$ cat src/rtl/cc_io_strobe_latch.sv
// I/O window write-strobe decoder with an addressable output latch bank and a
// frame-counting watchdog that raises a timed CPU reset request.
module cc_io_strobe_latch #(
    parameter logic [15:0] IO_BASE          = 16'h9C00,
    parameter int          SPAN_LOG2        = 7,
    parameter int          STROBE_N         = 8,
    parameter int          LATCH_N          = 16,
    parameter int          LATCH_DBIT       = 3,
    parameter int          LATCH_STROBE     = 6,
    parameter int          LATCH_CLR_STROBE = 0,
    parameter int          WDOG_STROBE      = 4,
    parameter int          WDOG_LIMIT       = 8,
    parameter int          WDOG_PULSE       = 16
) (
    input  logic                CLK10,
    input  logic                RESET,
    input  logic                CPU_EN,
    input  logic [15:0]         BA,
    input  logic [7:0]          BD,
    input  logic                WRITEn,
    input  logic                VBL_EN,
    input  logic                WDOG_DIS,
    output logic [STROBE_N-1:0] STROBE,
    output logic [LATCH_N-1:0]  LATCH,
    output logic                WDOG_RST
);

    // state | meaning
    // RUN   | counting frames since the last kick
    // FIRE  | reset pulse in progress, pulse_cnt counts down to terminal 0
    typedef enum logic {RUN, FIRE} wdog_state_t;

    localparam int SLOT_W  = $clog2(STROBE_N);
    localparam int LATCH_W = $clog2(LATCH_N);
    localparam int TOP     = SPAN_LOG2 + SLOT_W;

    logic              hit;
    logic [SLOT_W-1:0] slot;
    logic              kick;
    logic              unused_bits;

    wdog_state_t       state;
    logic [7:0]        wdog_cnt;
    logic [7:0]        pulse_cnt;
    logic [STROBE_N-1:0] strobe_q;
    logic [LATCH_N-1:0]  latch_q;
    logic              wdog_rst_q;

    assign hit  = CPU_EN && !WRITEn && ((BA >> TOP) == (IO_BASE >> TOP));
    assign slot = BA[TOP-1:SPAN_LOG2];
    assign kick = hit && (slot == SLOT_W'(WDOG_STROBE));

    // Only one data bit and the low address bits reach the latch bank.
    assign unused_bits = ^{BD, BA};

    always_ff @(posedge CLK10) begin
        if (RESET) begin
            strobe_q <= '0;
            latch_q  <= '0;
        end else begin
            strobe_q <= hit ? (STROBE_N'(1) << slot) : '0;
            if (hit && slot == SLOT_W'(LATCH_CLR_STROBE))
                latch_q <= '0;
            else if (hit && slot == SLOT_W'(LATCH_STROBE))
                latch_q[BA[LATCH_W-1:0]] <= BD[LATCH_DBIT];
        end
    end

    always_ff @(posedge CLK10) begin
        if (RESET) begin
            state      <= RUN;
            wdog_cnt   <= 8'd0;
            pulse_cnt  <= 8'd0;
            wdog_rst_q <= 1'b0;
        end else begin
            case (state)
                RUN: begin
                    if (kick || WDOG_DIS) begin
                        wdog_cnt <= 8'd0;
                    end else if (VBL_EN) begin
                        if (wdog_cnt + 8'd1 == 8'(WDOG_LIMIT)) begin
                            wdog_cnt   <= 8'd0;
                            pulse_cnt  <= 8'(WDOG_PULSE - 1);
                            wdog_rst_q <= 1'b1;
                            state      <= FIRE;
                        end else begin
                            wdog_cnt <= wdog_cnt + 8'd1;
                        end
                    end
                end
                FIRE: begin
                    wdog_cnt <= 8'd0;
                    if (pulse_cnt == 8'd0) begin
                        wdog_rst_q <= 1'b0;
                        state      <= RUN;
                    end else begin
                        pulse_cnt <= pulse_cnt - 8'd1;
                    end
                end
                default: begin
                    wdog_rst_q <= 1'b0;
                    state      <= RUN;
                end
            endcase
        end
    end

    assign STROBE   = strobe_q;
    assign LATCH    = latch_q;
    assign WDOG_RST = wdog_rst_q;

endmodule

$ cat config.mk
export PLATFORM = sky130hd
export DESIGN_NAME = cc_io_strobe_latch
export DESIGN_NICKNAME = d
export VERILOG_FILES = /design/src/rtl/cc_io_strobe_latch.sv
export SDC_FILE = /design/constraint.sdc
export NUM_CORES = 1
export LEC_CHECK = 0
export CORE_AREA = 5 5 70 72
export DETAILED_ROUTE_END_ITERATION = 12
export DIE_AREA = 0 0 75 77
export PLACE_DENSITY_LB_ADDON = 0.05
export SYNTH_ARGS = -nofsm -noshare
export SYNTH_HDL_FRONTEND = slang
export SYNTH_SLANG_ARGS = --single-unit
$ cat constraint.sdc
create_clock -name CLK10 -period 3.3 [get_ports CLK10]
set_input_delay 0.495 -clock CLK10 [delete_from_list [all_inputs] [get_ports CLK10]]
set_output_delay 0.495 -clock CLK10 [all_outputs]
set_load 0.02 [all_outputs]
==> flow_metrics.py, run 1 <==
metrics = {
    "placement": {
        "port_buffers": 44,
        "place_hpwl_um": 3065,
        "dp_cells": 317,
        "gp_congestion": 0.8172,
    },
    "yosys": {
        "netlist_instances": 235,
        "async_flop_share_pct": 0,
        "yosysTopAreaCell": "dfxtp_1",
        "syn-num-nets": 268,
        "synthTopCellsByArea": "dfxtp_1 (41%), mux2i_1 (8.2%), nor2_1 (6.5%)",
        "yosysUniqueCellTypes": 40,
        "synth_edf_count": 0,
        "yosys_warnings": 0,
        "synth.cell_area_um2": 2071,
        "synth_top_flop_cell": "dfxtp_1",
        "synth_top_area_share_pct": 40.60,
        "ys_ff_latch": 42,
        "syn_area_per_cell_um2": 8.812,
        "synth_seq_area_share_pct": 40.60,
    },
    "finish": {
        "fill_cells": 390,
        "utilization_pct": 62.15,
        "seq_area_um2": 840.8,
        "n_antenna_cell": 0,
        "multi_input_area_um2": 1137,
        "area_growth_pct": 27.07,
        "final_cells": 325,
        "drive_gt1_share_pct": 6.593,
        "nets": 305,
    },
    "global_routing": {
        "grt.overflow.total": 0,
        "grt_pass1_vias": 1652,
        "grt_pass1_wl_um": 7679,
        "grt_max_degree": 18,
        "grt_antenna_before_repair": 0,
        "grt_usage_pct": 16.54,
    },
    "routing": {
        "dr.pass1.iters": 4,
        "viasPerCell": 5.455,
        "drc": 0,
        "drtIter0Drc": 70,
        "wl_per_cell_um": 13.91,
        "num_vias": 1773,
        "ant_nets": 0,
        "drt_wl_total_um": 4522,
    },
    "sta": {
        "drv_slew": 0,
        "setup_viol": 0,
        "fin_tns_setup_ns": 0,
        "final.min_clock_period_ns": 2.186,
        "worst_pin_slew_ns": 0.8165,
        "whs_ns": 0.4638,
        "maxSlewHeadroom_pct": 45.06,
        "rsz0062_at_grt": "no",
        "timing.fmax_mhz": 457.4,
        "finalCritPeriodShare_pct": 66.25,
        "clock_skew_ns": 0.005539,
        "hold_viol": 0,
    },
    "clock_tree": {
        "cts_resized": 0,
        "numCtsBuffers": 5,
        "cts_buffer_depth": 2,
        "clk_latency_ns": 0.30,
        "cts_root_buf": "clkbuf_8",
        "htreeDepth": 2,
        "clkSinkCount": 42,
        "cts_setup_buffers": 0,
        "clk_pin_slew_ns": 0.08,
        "cts_tree": "yes",
        "cts_hold_buf": 0,
    },
    "pwr": {
        "clockPowerShare_pct": 37.3,
        "combPwrFrac_pct": 7.7,
        "p_leak_uw": 0.001020,
        "peakVddDrop_uv": 179.2,
        "p_int_uw": 708.7,
        "p_sw_share_pct": 23.21,
        "p_switching_uw": 214.2,
        "pwr-share-seq_pct": 55.1,
        "powerDensity_nw_per_um2": 350.7,
        "power_uw": 922.9,
    },
    "floorplan": {
        "dieArea_um2": 5775,
        "rows": 24,
        "die_x_um": 75,
        "die_height_um": 77,
        "core_region_area_um2": 4234,
        "start_util_pct": 48.91,
        "io_pins": 55,
    },
    "worst_setup_path": {
        "cp_max_fo": 8,
        "start_kind": "input port",
        "critical_path_class": "in2reg",
        "crit_required_ns": 3.50,
        "crit_arrival_ns": 2.38,
        "end_kind": "flop",
    },
    "min_path": {
        "hold_class": "reg2reg",
    },
    "job": {
        "cap_violations": 0,
    },
    "run_status": {
        "status": "complete, no violations",
    },
}
-- cells in the mapped netlist, types with 2 or more instances --
cell	number
a21oi_1	10
mux2i_1	17
o21a_1	2
nand3_1	3
clkbuf_1	11
or3_1	2
nor4bb_1	7
a31oi_1	3
mux2_2	2
nand2_1	14
nor4_1	4
xor2_1	3
xnor2_1	4
nand2b_1	4
inv_1	8
buf_2	4
nor3_1	5
o32ai_1	2
nor2_1	36
a221oi_2	2
buf_1	2
and4b_1	5
nor3b_1	2
nor4b_1	4
ha_1	3
and3_1	2
nand4_1	20
dfxtp_1	42
-- sequential cells by signal (all words and copies together) (netlist names) --
signal / count
STROBE: 8
wdog_cnt: 8
LATCH: 16
pulse_cnt: 8
WDOG_RST: 1
state: 1
-- critical path: stages --
cell,delay [ns]
clkdlybuf4s50_1,0.62
nor3b_1,0.09
a311o_1,0.39
or3_1,0.51
a41o_1,0.27
-- cells by family after synthesis --
logic type | Yosys count | share of synthesized area, %
AOI/OAI and AO/OA | 28 | 10.51
DFF | 42 | 40.60
and+or+nand+nor | 111 | 30.03
xor gates and xnor gates | 7 | 2.961
buffers and inverters | 25 | 4.774
adders and majority gates | 3 | 1.813
muxes | 19 | 9.305
-- path summary, 6_finish.rpt --
path	slack, ns	depth (start not counted)	from	endpoint
hold reg to reg	0.46	2	WDOG_RST	WDOG_RST
setup reg to reg	1.46	4	pulse_cnt[2]	pulse_cnt[4]
hold / removal	0.46	2	WDOG_RST	WDOG_RST
setup / recovery	1.11	5	BA[8]	pulse_cnt[7]
-- routing by layer --
layer	global-route usage [%]	share of wire [%]	up-vias
li1	-	-	927
met1	23.11	49	807
met2	24.39	45	35
met3	4.444	5.1	4
met4	5.338	0.84	0
met5	0	0	-
-- power by group through the flow --
stage / combinational (uW) / sequential [uW] / clock [uW]
finish: 70.7 / 508 / 344
global route: 78.0 / 508 / 376
CTS: 70.5 / 508 / 357
detailed placement: 70.2 / 520 / 0
global placement: 69.9 / 520 / 0
floorplan: 33.2 / 520 / 0
-- cell usage in the layout, fill, tap and decap left out, types with 2 or more instances in the layout --
cell type        synthesis  layout
a21oi_1                 10      10
a221oi_2                 2       2
a31oi_1                  3       3
and3_1                   2       2
and4b_1                  5       5
buf_4                    0       3
clkbuf_8                 0       6
clkdlybuf4s50_1          0      44
dfxtp_1                 42      42
ha_1                     3       3
inv_1                    8       8
mux2_2                   2       2
mux2i_1                 17      17
nand2_1                 14      14
nand2b_1                 4       4
nand3_1                  3       3
nand4_1                 20      20
nor2_1                  36      36
nor3_1                   5       5
nor3b_1                  2       2
nor4_1                   4       4
nor4b_1                  4       4
nor4bb_1                 7       6
o21a_1                   2       2
o32ai_1                  2       2
or3_1                    2       2
xnor2_1                  4       4
xor2_1                   3       3
-- area by class of cell --
type	instances	share of cell area (%)
repair buffers	47	17.59
inverters	8	1.141
clock inverters	2	0.4755
well taps	52	2.473
clock buffers	6	3.138
flip-flops and latches	42	31.95
multi-input cells	168	43.22
-- stage by stage --
stage	cell area [um2]	setup slack [ns]
detailed placement	2536	0.8036
finish	2631	1.114
CTS	2631	1.121
global route	2631	0.9925
floorplan	2071	1.363
global placement	2536	0.8056
No activity file was read; power rests on OpenSTA's default activity.
==> run 2: changes to the inputs <==
- CORE_AREA: 5 5 70 72 -> 5 5 72 74
- DIE_AREA: 0 0 75 77 -> 0 0 77 79
- clock period: 3.3 -> 2.15 ns (I/O delays scaled with it)
==> run 2 against run 1 <==
Non-clock buffer count increased by 9. Routed wire length decreased by 0.75%. Via count increased by 0.68%. Design area increased by 3.3%. Final cell count increased by 3.1%. Sequential share of layout area decreased by 1.0 points. First-iteration DRC count increased by 29%. Critical path depth increased by 1. Sequential cell count unchanged. Clock skew about the same. Clock-buffer cell count unchanged. Critical path type unchanged. Critical endpoint unchanged.
==> flow_metrics.py, run 2 (synthesis gave the netlist of run 1 again) <==
metrics = {
    "sta": {
        "finalCritPeriodShare_pct": 90.31,
        "maxSlewHeadroom_pct": 63.68,
        "fin_ws_ns": 0.2082,
        "timing.fmax_mhz": 515.0,
        "rsz0062_at_grt": "no",
        "hold_viol": 0,
        "setup_viol": 0,
        "clock_skew_ns": 0.005546,
        "final.min_clock_period_ns": 1.942,
        "worst_pin_slew_ns": 0.5398,
        "drv_slew": 0,
    },
    "pwr": {
        "p_sw_share_pct": 21.12,
        "powerDensity_nw_per_um2": 563.2,
        "peakVddDrop_uv": 432.7,
        "combPwrFrac_pct": 7.5,
        "p_switching_uw": 323.4,
        "p_int_uw": 1208,
        "clockPowerShare_pct": 41.6,
        "p_leak_uw": 0.001073,
        "pwr-share-seq_pct": 50.9,
    },
    "routing": {
        "wl_met2_um": 1964,
        "num_vias": 1785,
        "drt_wl_total_um": 4488,
        "wl_met3_um": 215,
        "dr.pass1.iters": 4,
        "drc": 0,
        "wl_met1_um": 2254,
        "top_layer": "met4",
        "ant_nets": 0,
        "wl_per_cell_um": 13.40,
        "drtIter0Drc": 90,
        "viasPerCell": 5.328,
    },
    "global_routing": {
        "grt_max_degree": 19,
        "grt_pass1_vias": 1620,
        "grt_usage_pct": 15.49,
        "grt.overflow.total": 0,
        "grt_antenna_before_repair": 0,
        "grt_pass1_wl_um": 7776,
    },
    "placement": {
        "gp_congestion": 0.8175,
        "dp_cells": 328,
        "pre_cts_slack_ns": -0.1151,
        "port_buffers": 44,
        "place_hpwl_um": 3118,
    },
    "floorplan": {
        "io_pins": 55,
        "start_util_pct": 45.66,
        "core_region_area_um2": 4536,
        "dieArea_um2": 6083,
        "rows": 25,
        "die_height_um": 79,
        "die_x_um": 77,
    },
    "worst_setup_path": {
        "critical_path_class": "in2reg",
        "cpPeakStageDelay_ns": 0.51,
        "slowest_stage": "or3_1",
        "start_kind": "input port",
        "crit_arrival_ns": 2.14,
        "end_kind": "flop",
        "crit_path_start": "BA[12]",
        "cp_max_fo": 6,
        "crit_chain": "clkdlybuf4s50_1, nor4bb_2, buf_4, a311o_1, or3_1, a41o_1",
        "crit_required_ns": 2.35,
        "r2r-start": "pulse_cnt[0]",
    },
    "finish": {
        "nets": 314,
        "mostFrequentLayoutCells": "clkdlybuf4s50_1 (44), dfxtp_1 (42), nor2_1 (36)",
        "utilization_pct": 59.94,
        "largest_reg_flops": 16,
        "final_common_cell": "clkdlybuf4s50_1",
        "n_antenna_cell": 0,
        "area_growth_pct": 31.30,
        "final_cells": 335,
        "drive_gt1_share_pct": 9.253,
    },
    "clock_tree": {
        "cts_setup_buffers": 0,
        "cts_tree": "yes",
        "htreeDepth": 2,
        "clkSinkCount": 42,
        "cts_resized": 0,
        "cts_hold_buf": 0,
        "clk_pin_slew_ns": 0.08,
        "clk_latency_ns": 0.29,
        "numCtsBuffers": 5,
        "cts_buffer_depth": 2,
        "cts_root_buf": "clkbuf_8",
    },
    "min_path": {
        "hold_start": "WDOG_RST",
        "hold_class": "reg2reg",
    },
    "run_status": {
        "status": "complete, no violations",
    },
    "job": {
        "cap_violations": 0,
    },
}
run 2: changes by cell type in the layout (fill, tap and decap cells not counted), sizes merged:
cell      change
buf           +9
bufinv        +1
clkinv        -1
clkinvlp      -1
run 2: worst max-delay path, delay by kind of cell:
| family | cells | cell delay (ns) |
|---|---|---|
| AO/OA/AOI/OAI | 2 | 0.61 |
| AND/OR/NAND/NOR | 2 | 0.68 |
| buffers and inverters | 2 | 0.52 |
run 2: through the flow:
step                      setup TNS [ns]  hold slack [ns]  cell area [um2]  power [uW]
after floorplan                        0           0.3993             2071       849.0
after global placement           -0.9878           0.4476             2606       912.5
after detailed placement          -1.107           0.4549             2606       912.0
after CTS                              0           0.4668             2719        1561
after global routing                   0           0.4969             2719        1605
final                                  0           0.4605             2719        1531
run 2: area by class of cell:
cell class              count  area, um2
fillers                   398       1817
multi-input cells         168       1137
flip-flops and latches     42      840.8
repair buffers             56      530.5
clock buffers               6      82.58
well taps                  54      67.56
clock inverters             1      30.03
inverters                   8      30.03
run 2: power groups by stage:
stage | clock network (uW) | registers, uW | logic (uW)
6_report | 637 | 780 | 114
3_5_place_dp | 0 | 798 | 114
2_1_floorplan | 0 | 798 | 51.0
4_1_cts | 667 | 780 | 114
3_3_place_gp | 0 | 798 | 114
5_1_grt | 699 | 780 | 125
run 2: final timing paths:
path | to | slack (ns) | cells after the start
setup / recovery | pulse_cnt[7] | 0.21 | 6
hold / removal | WDOG_RST | 0.46 | 2
setup reg to reg | pulse_cnt[3] | 0.36 | 7
hold reg to reg | WDOG_RST | 0.46 | 2
run 2: layer usage:
metal  global-route usage (%)  vias to the layer above
met4                    4.639                        0
li1                         -                      945
met2                    23.01                       31
met1                    21.35                      804
met3                    5.102                        5
met5                        0                        -
==> run 3: changes to the inputs <==
- SLEW_MARGIN: not set -> 20
==> results of run 3 <==
Final layout, timing and power as in run 2 (identical DEF).
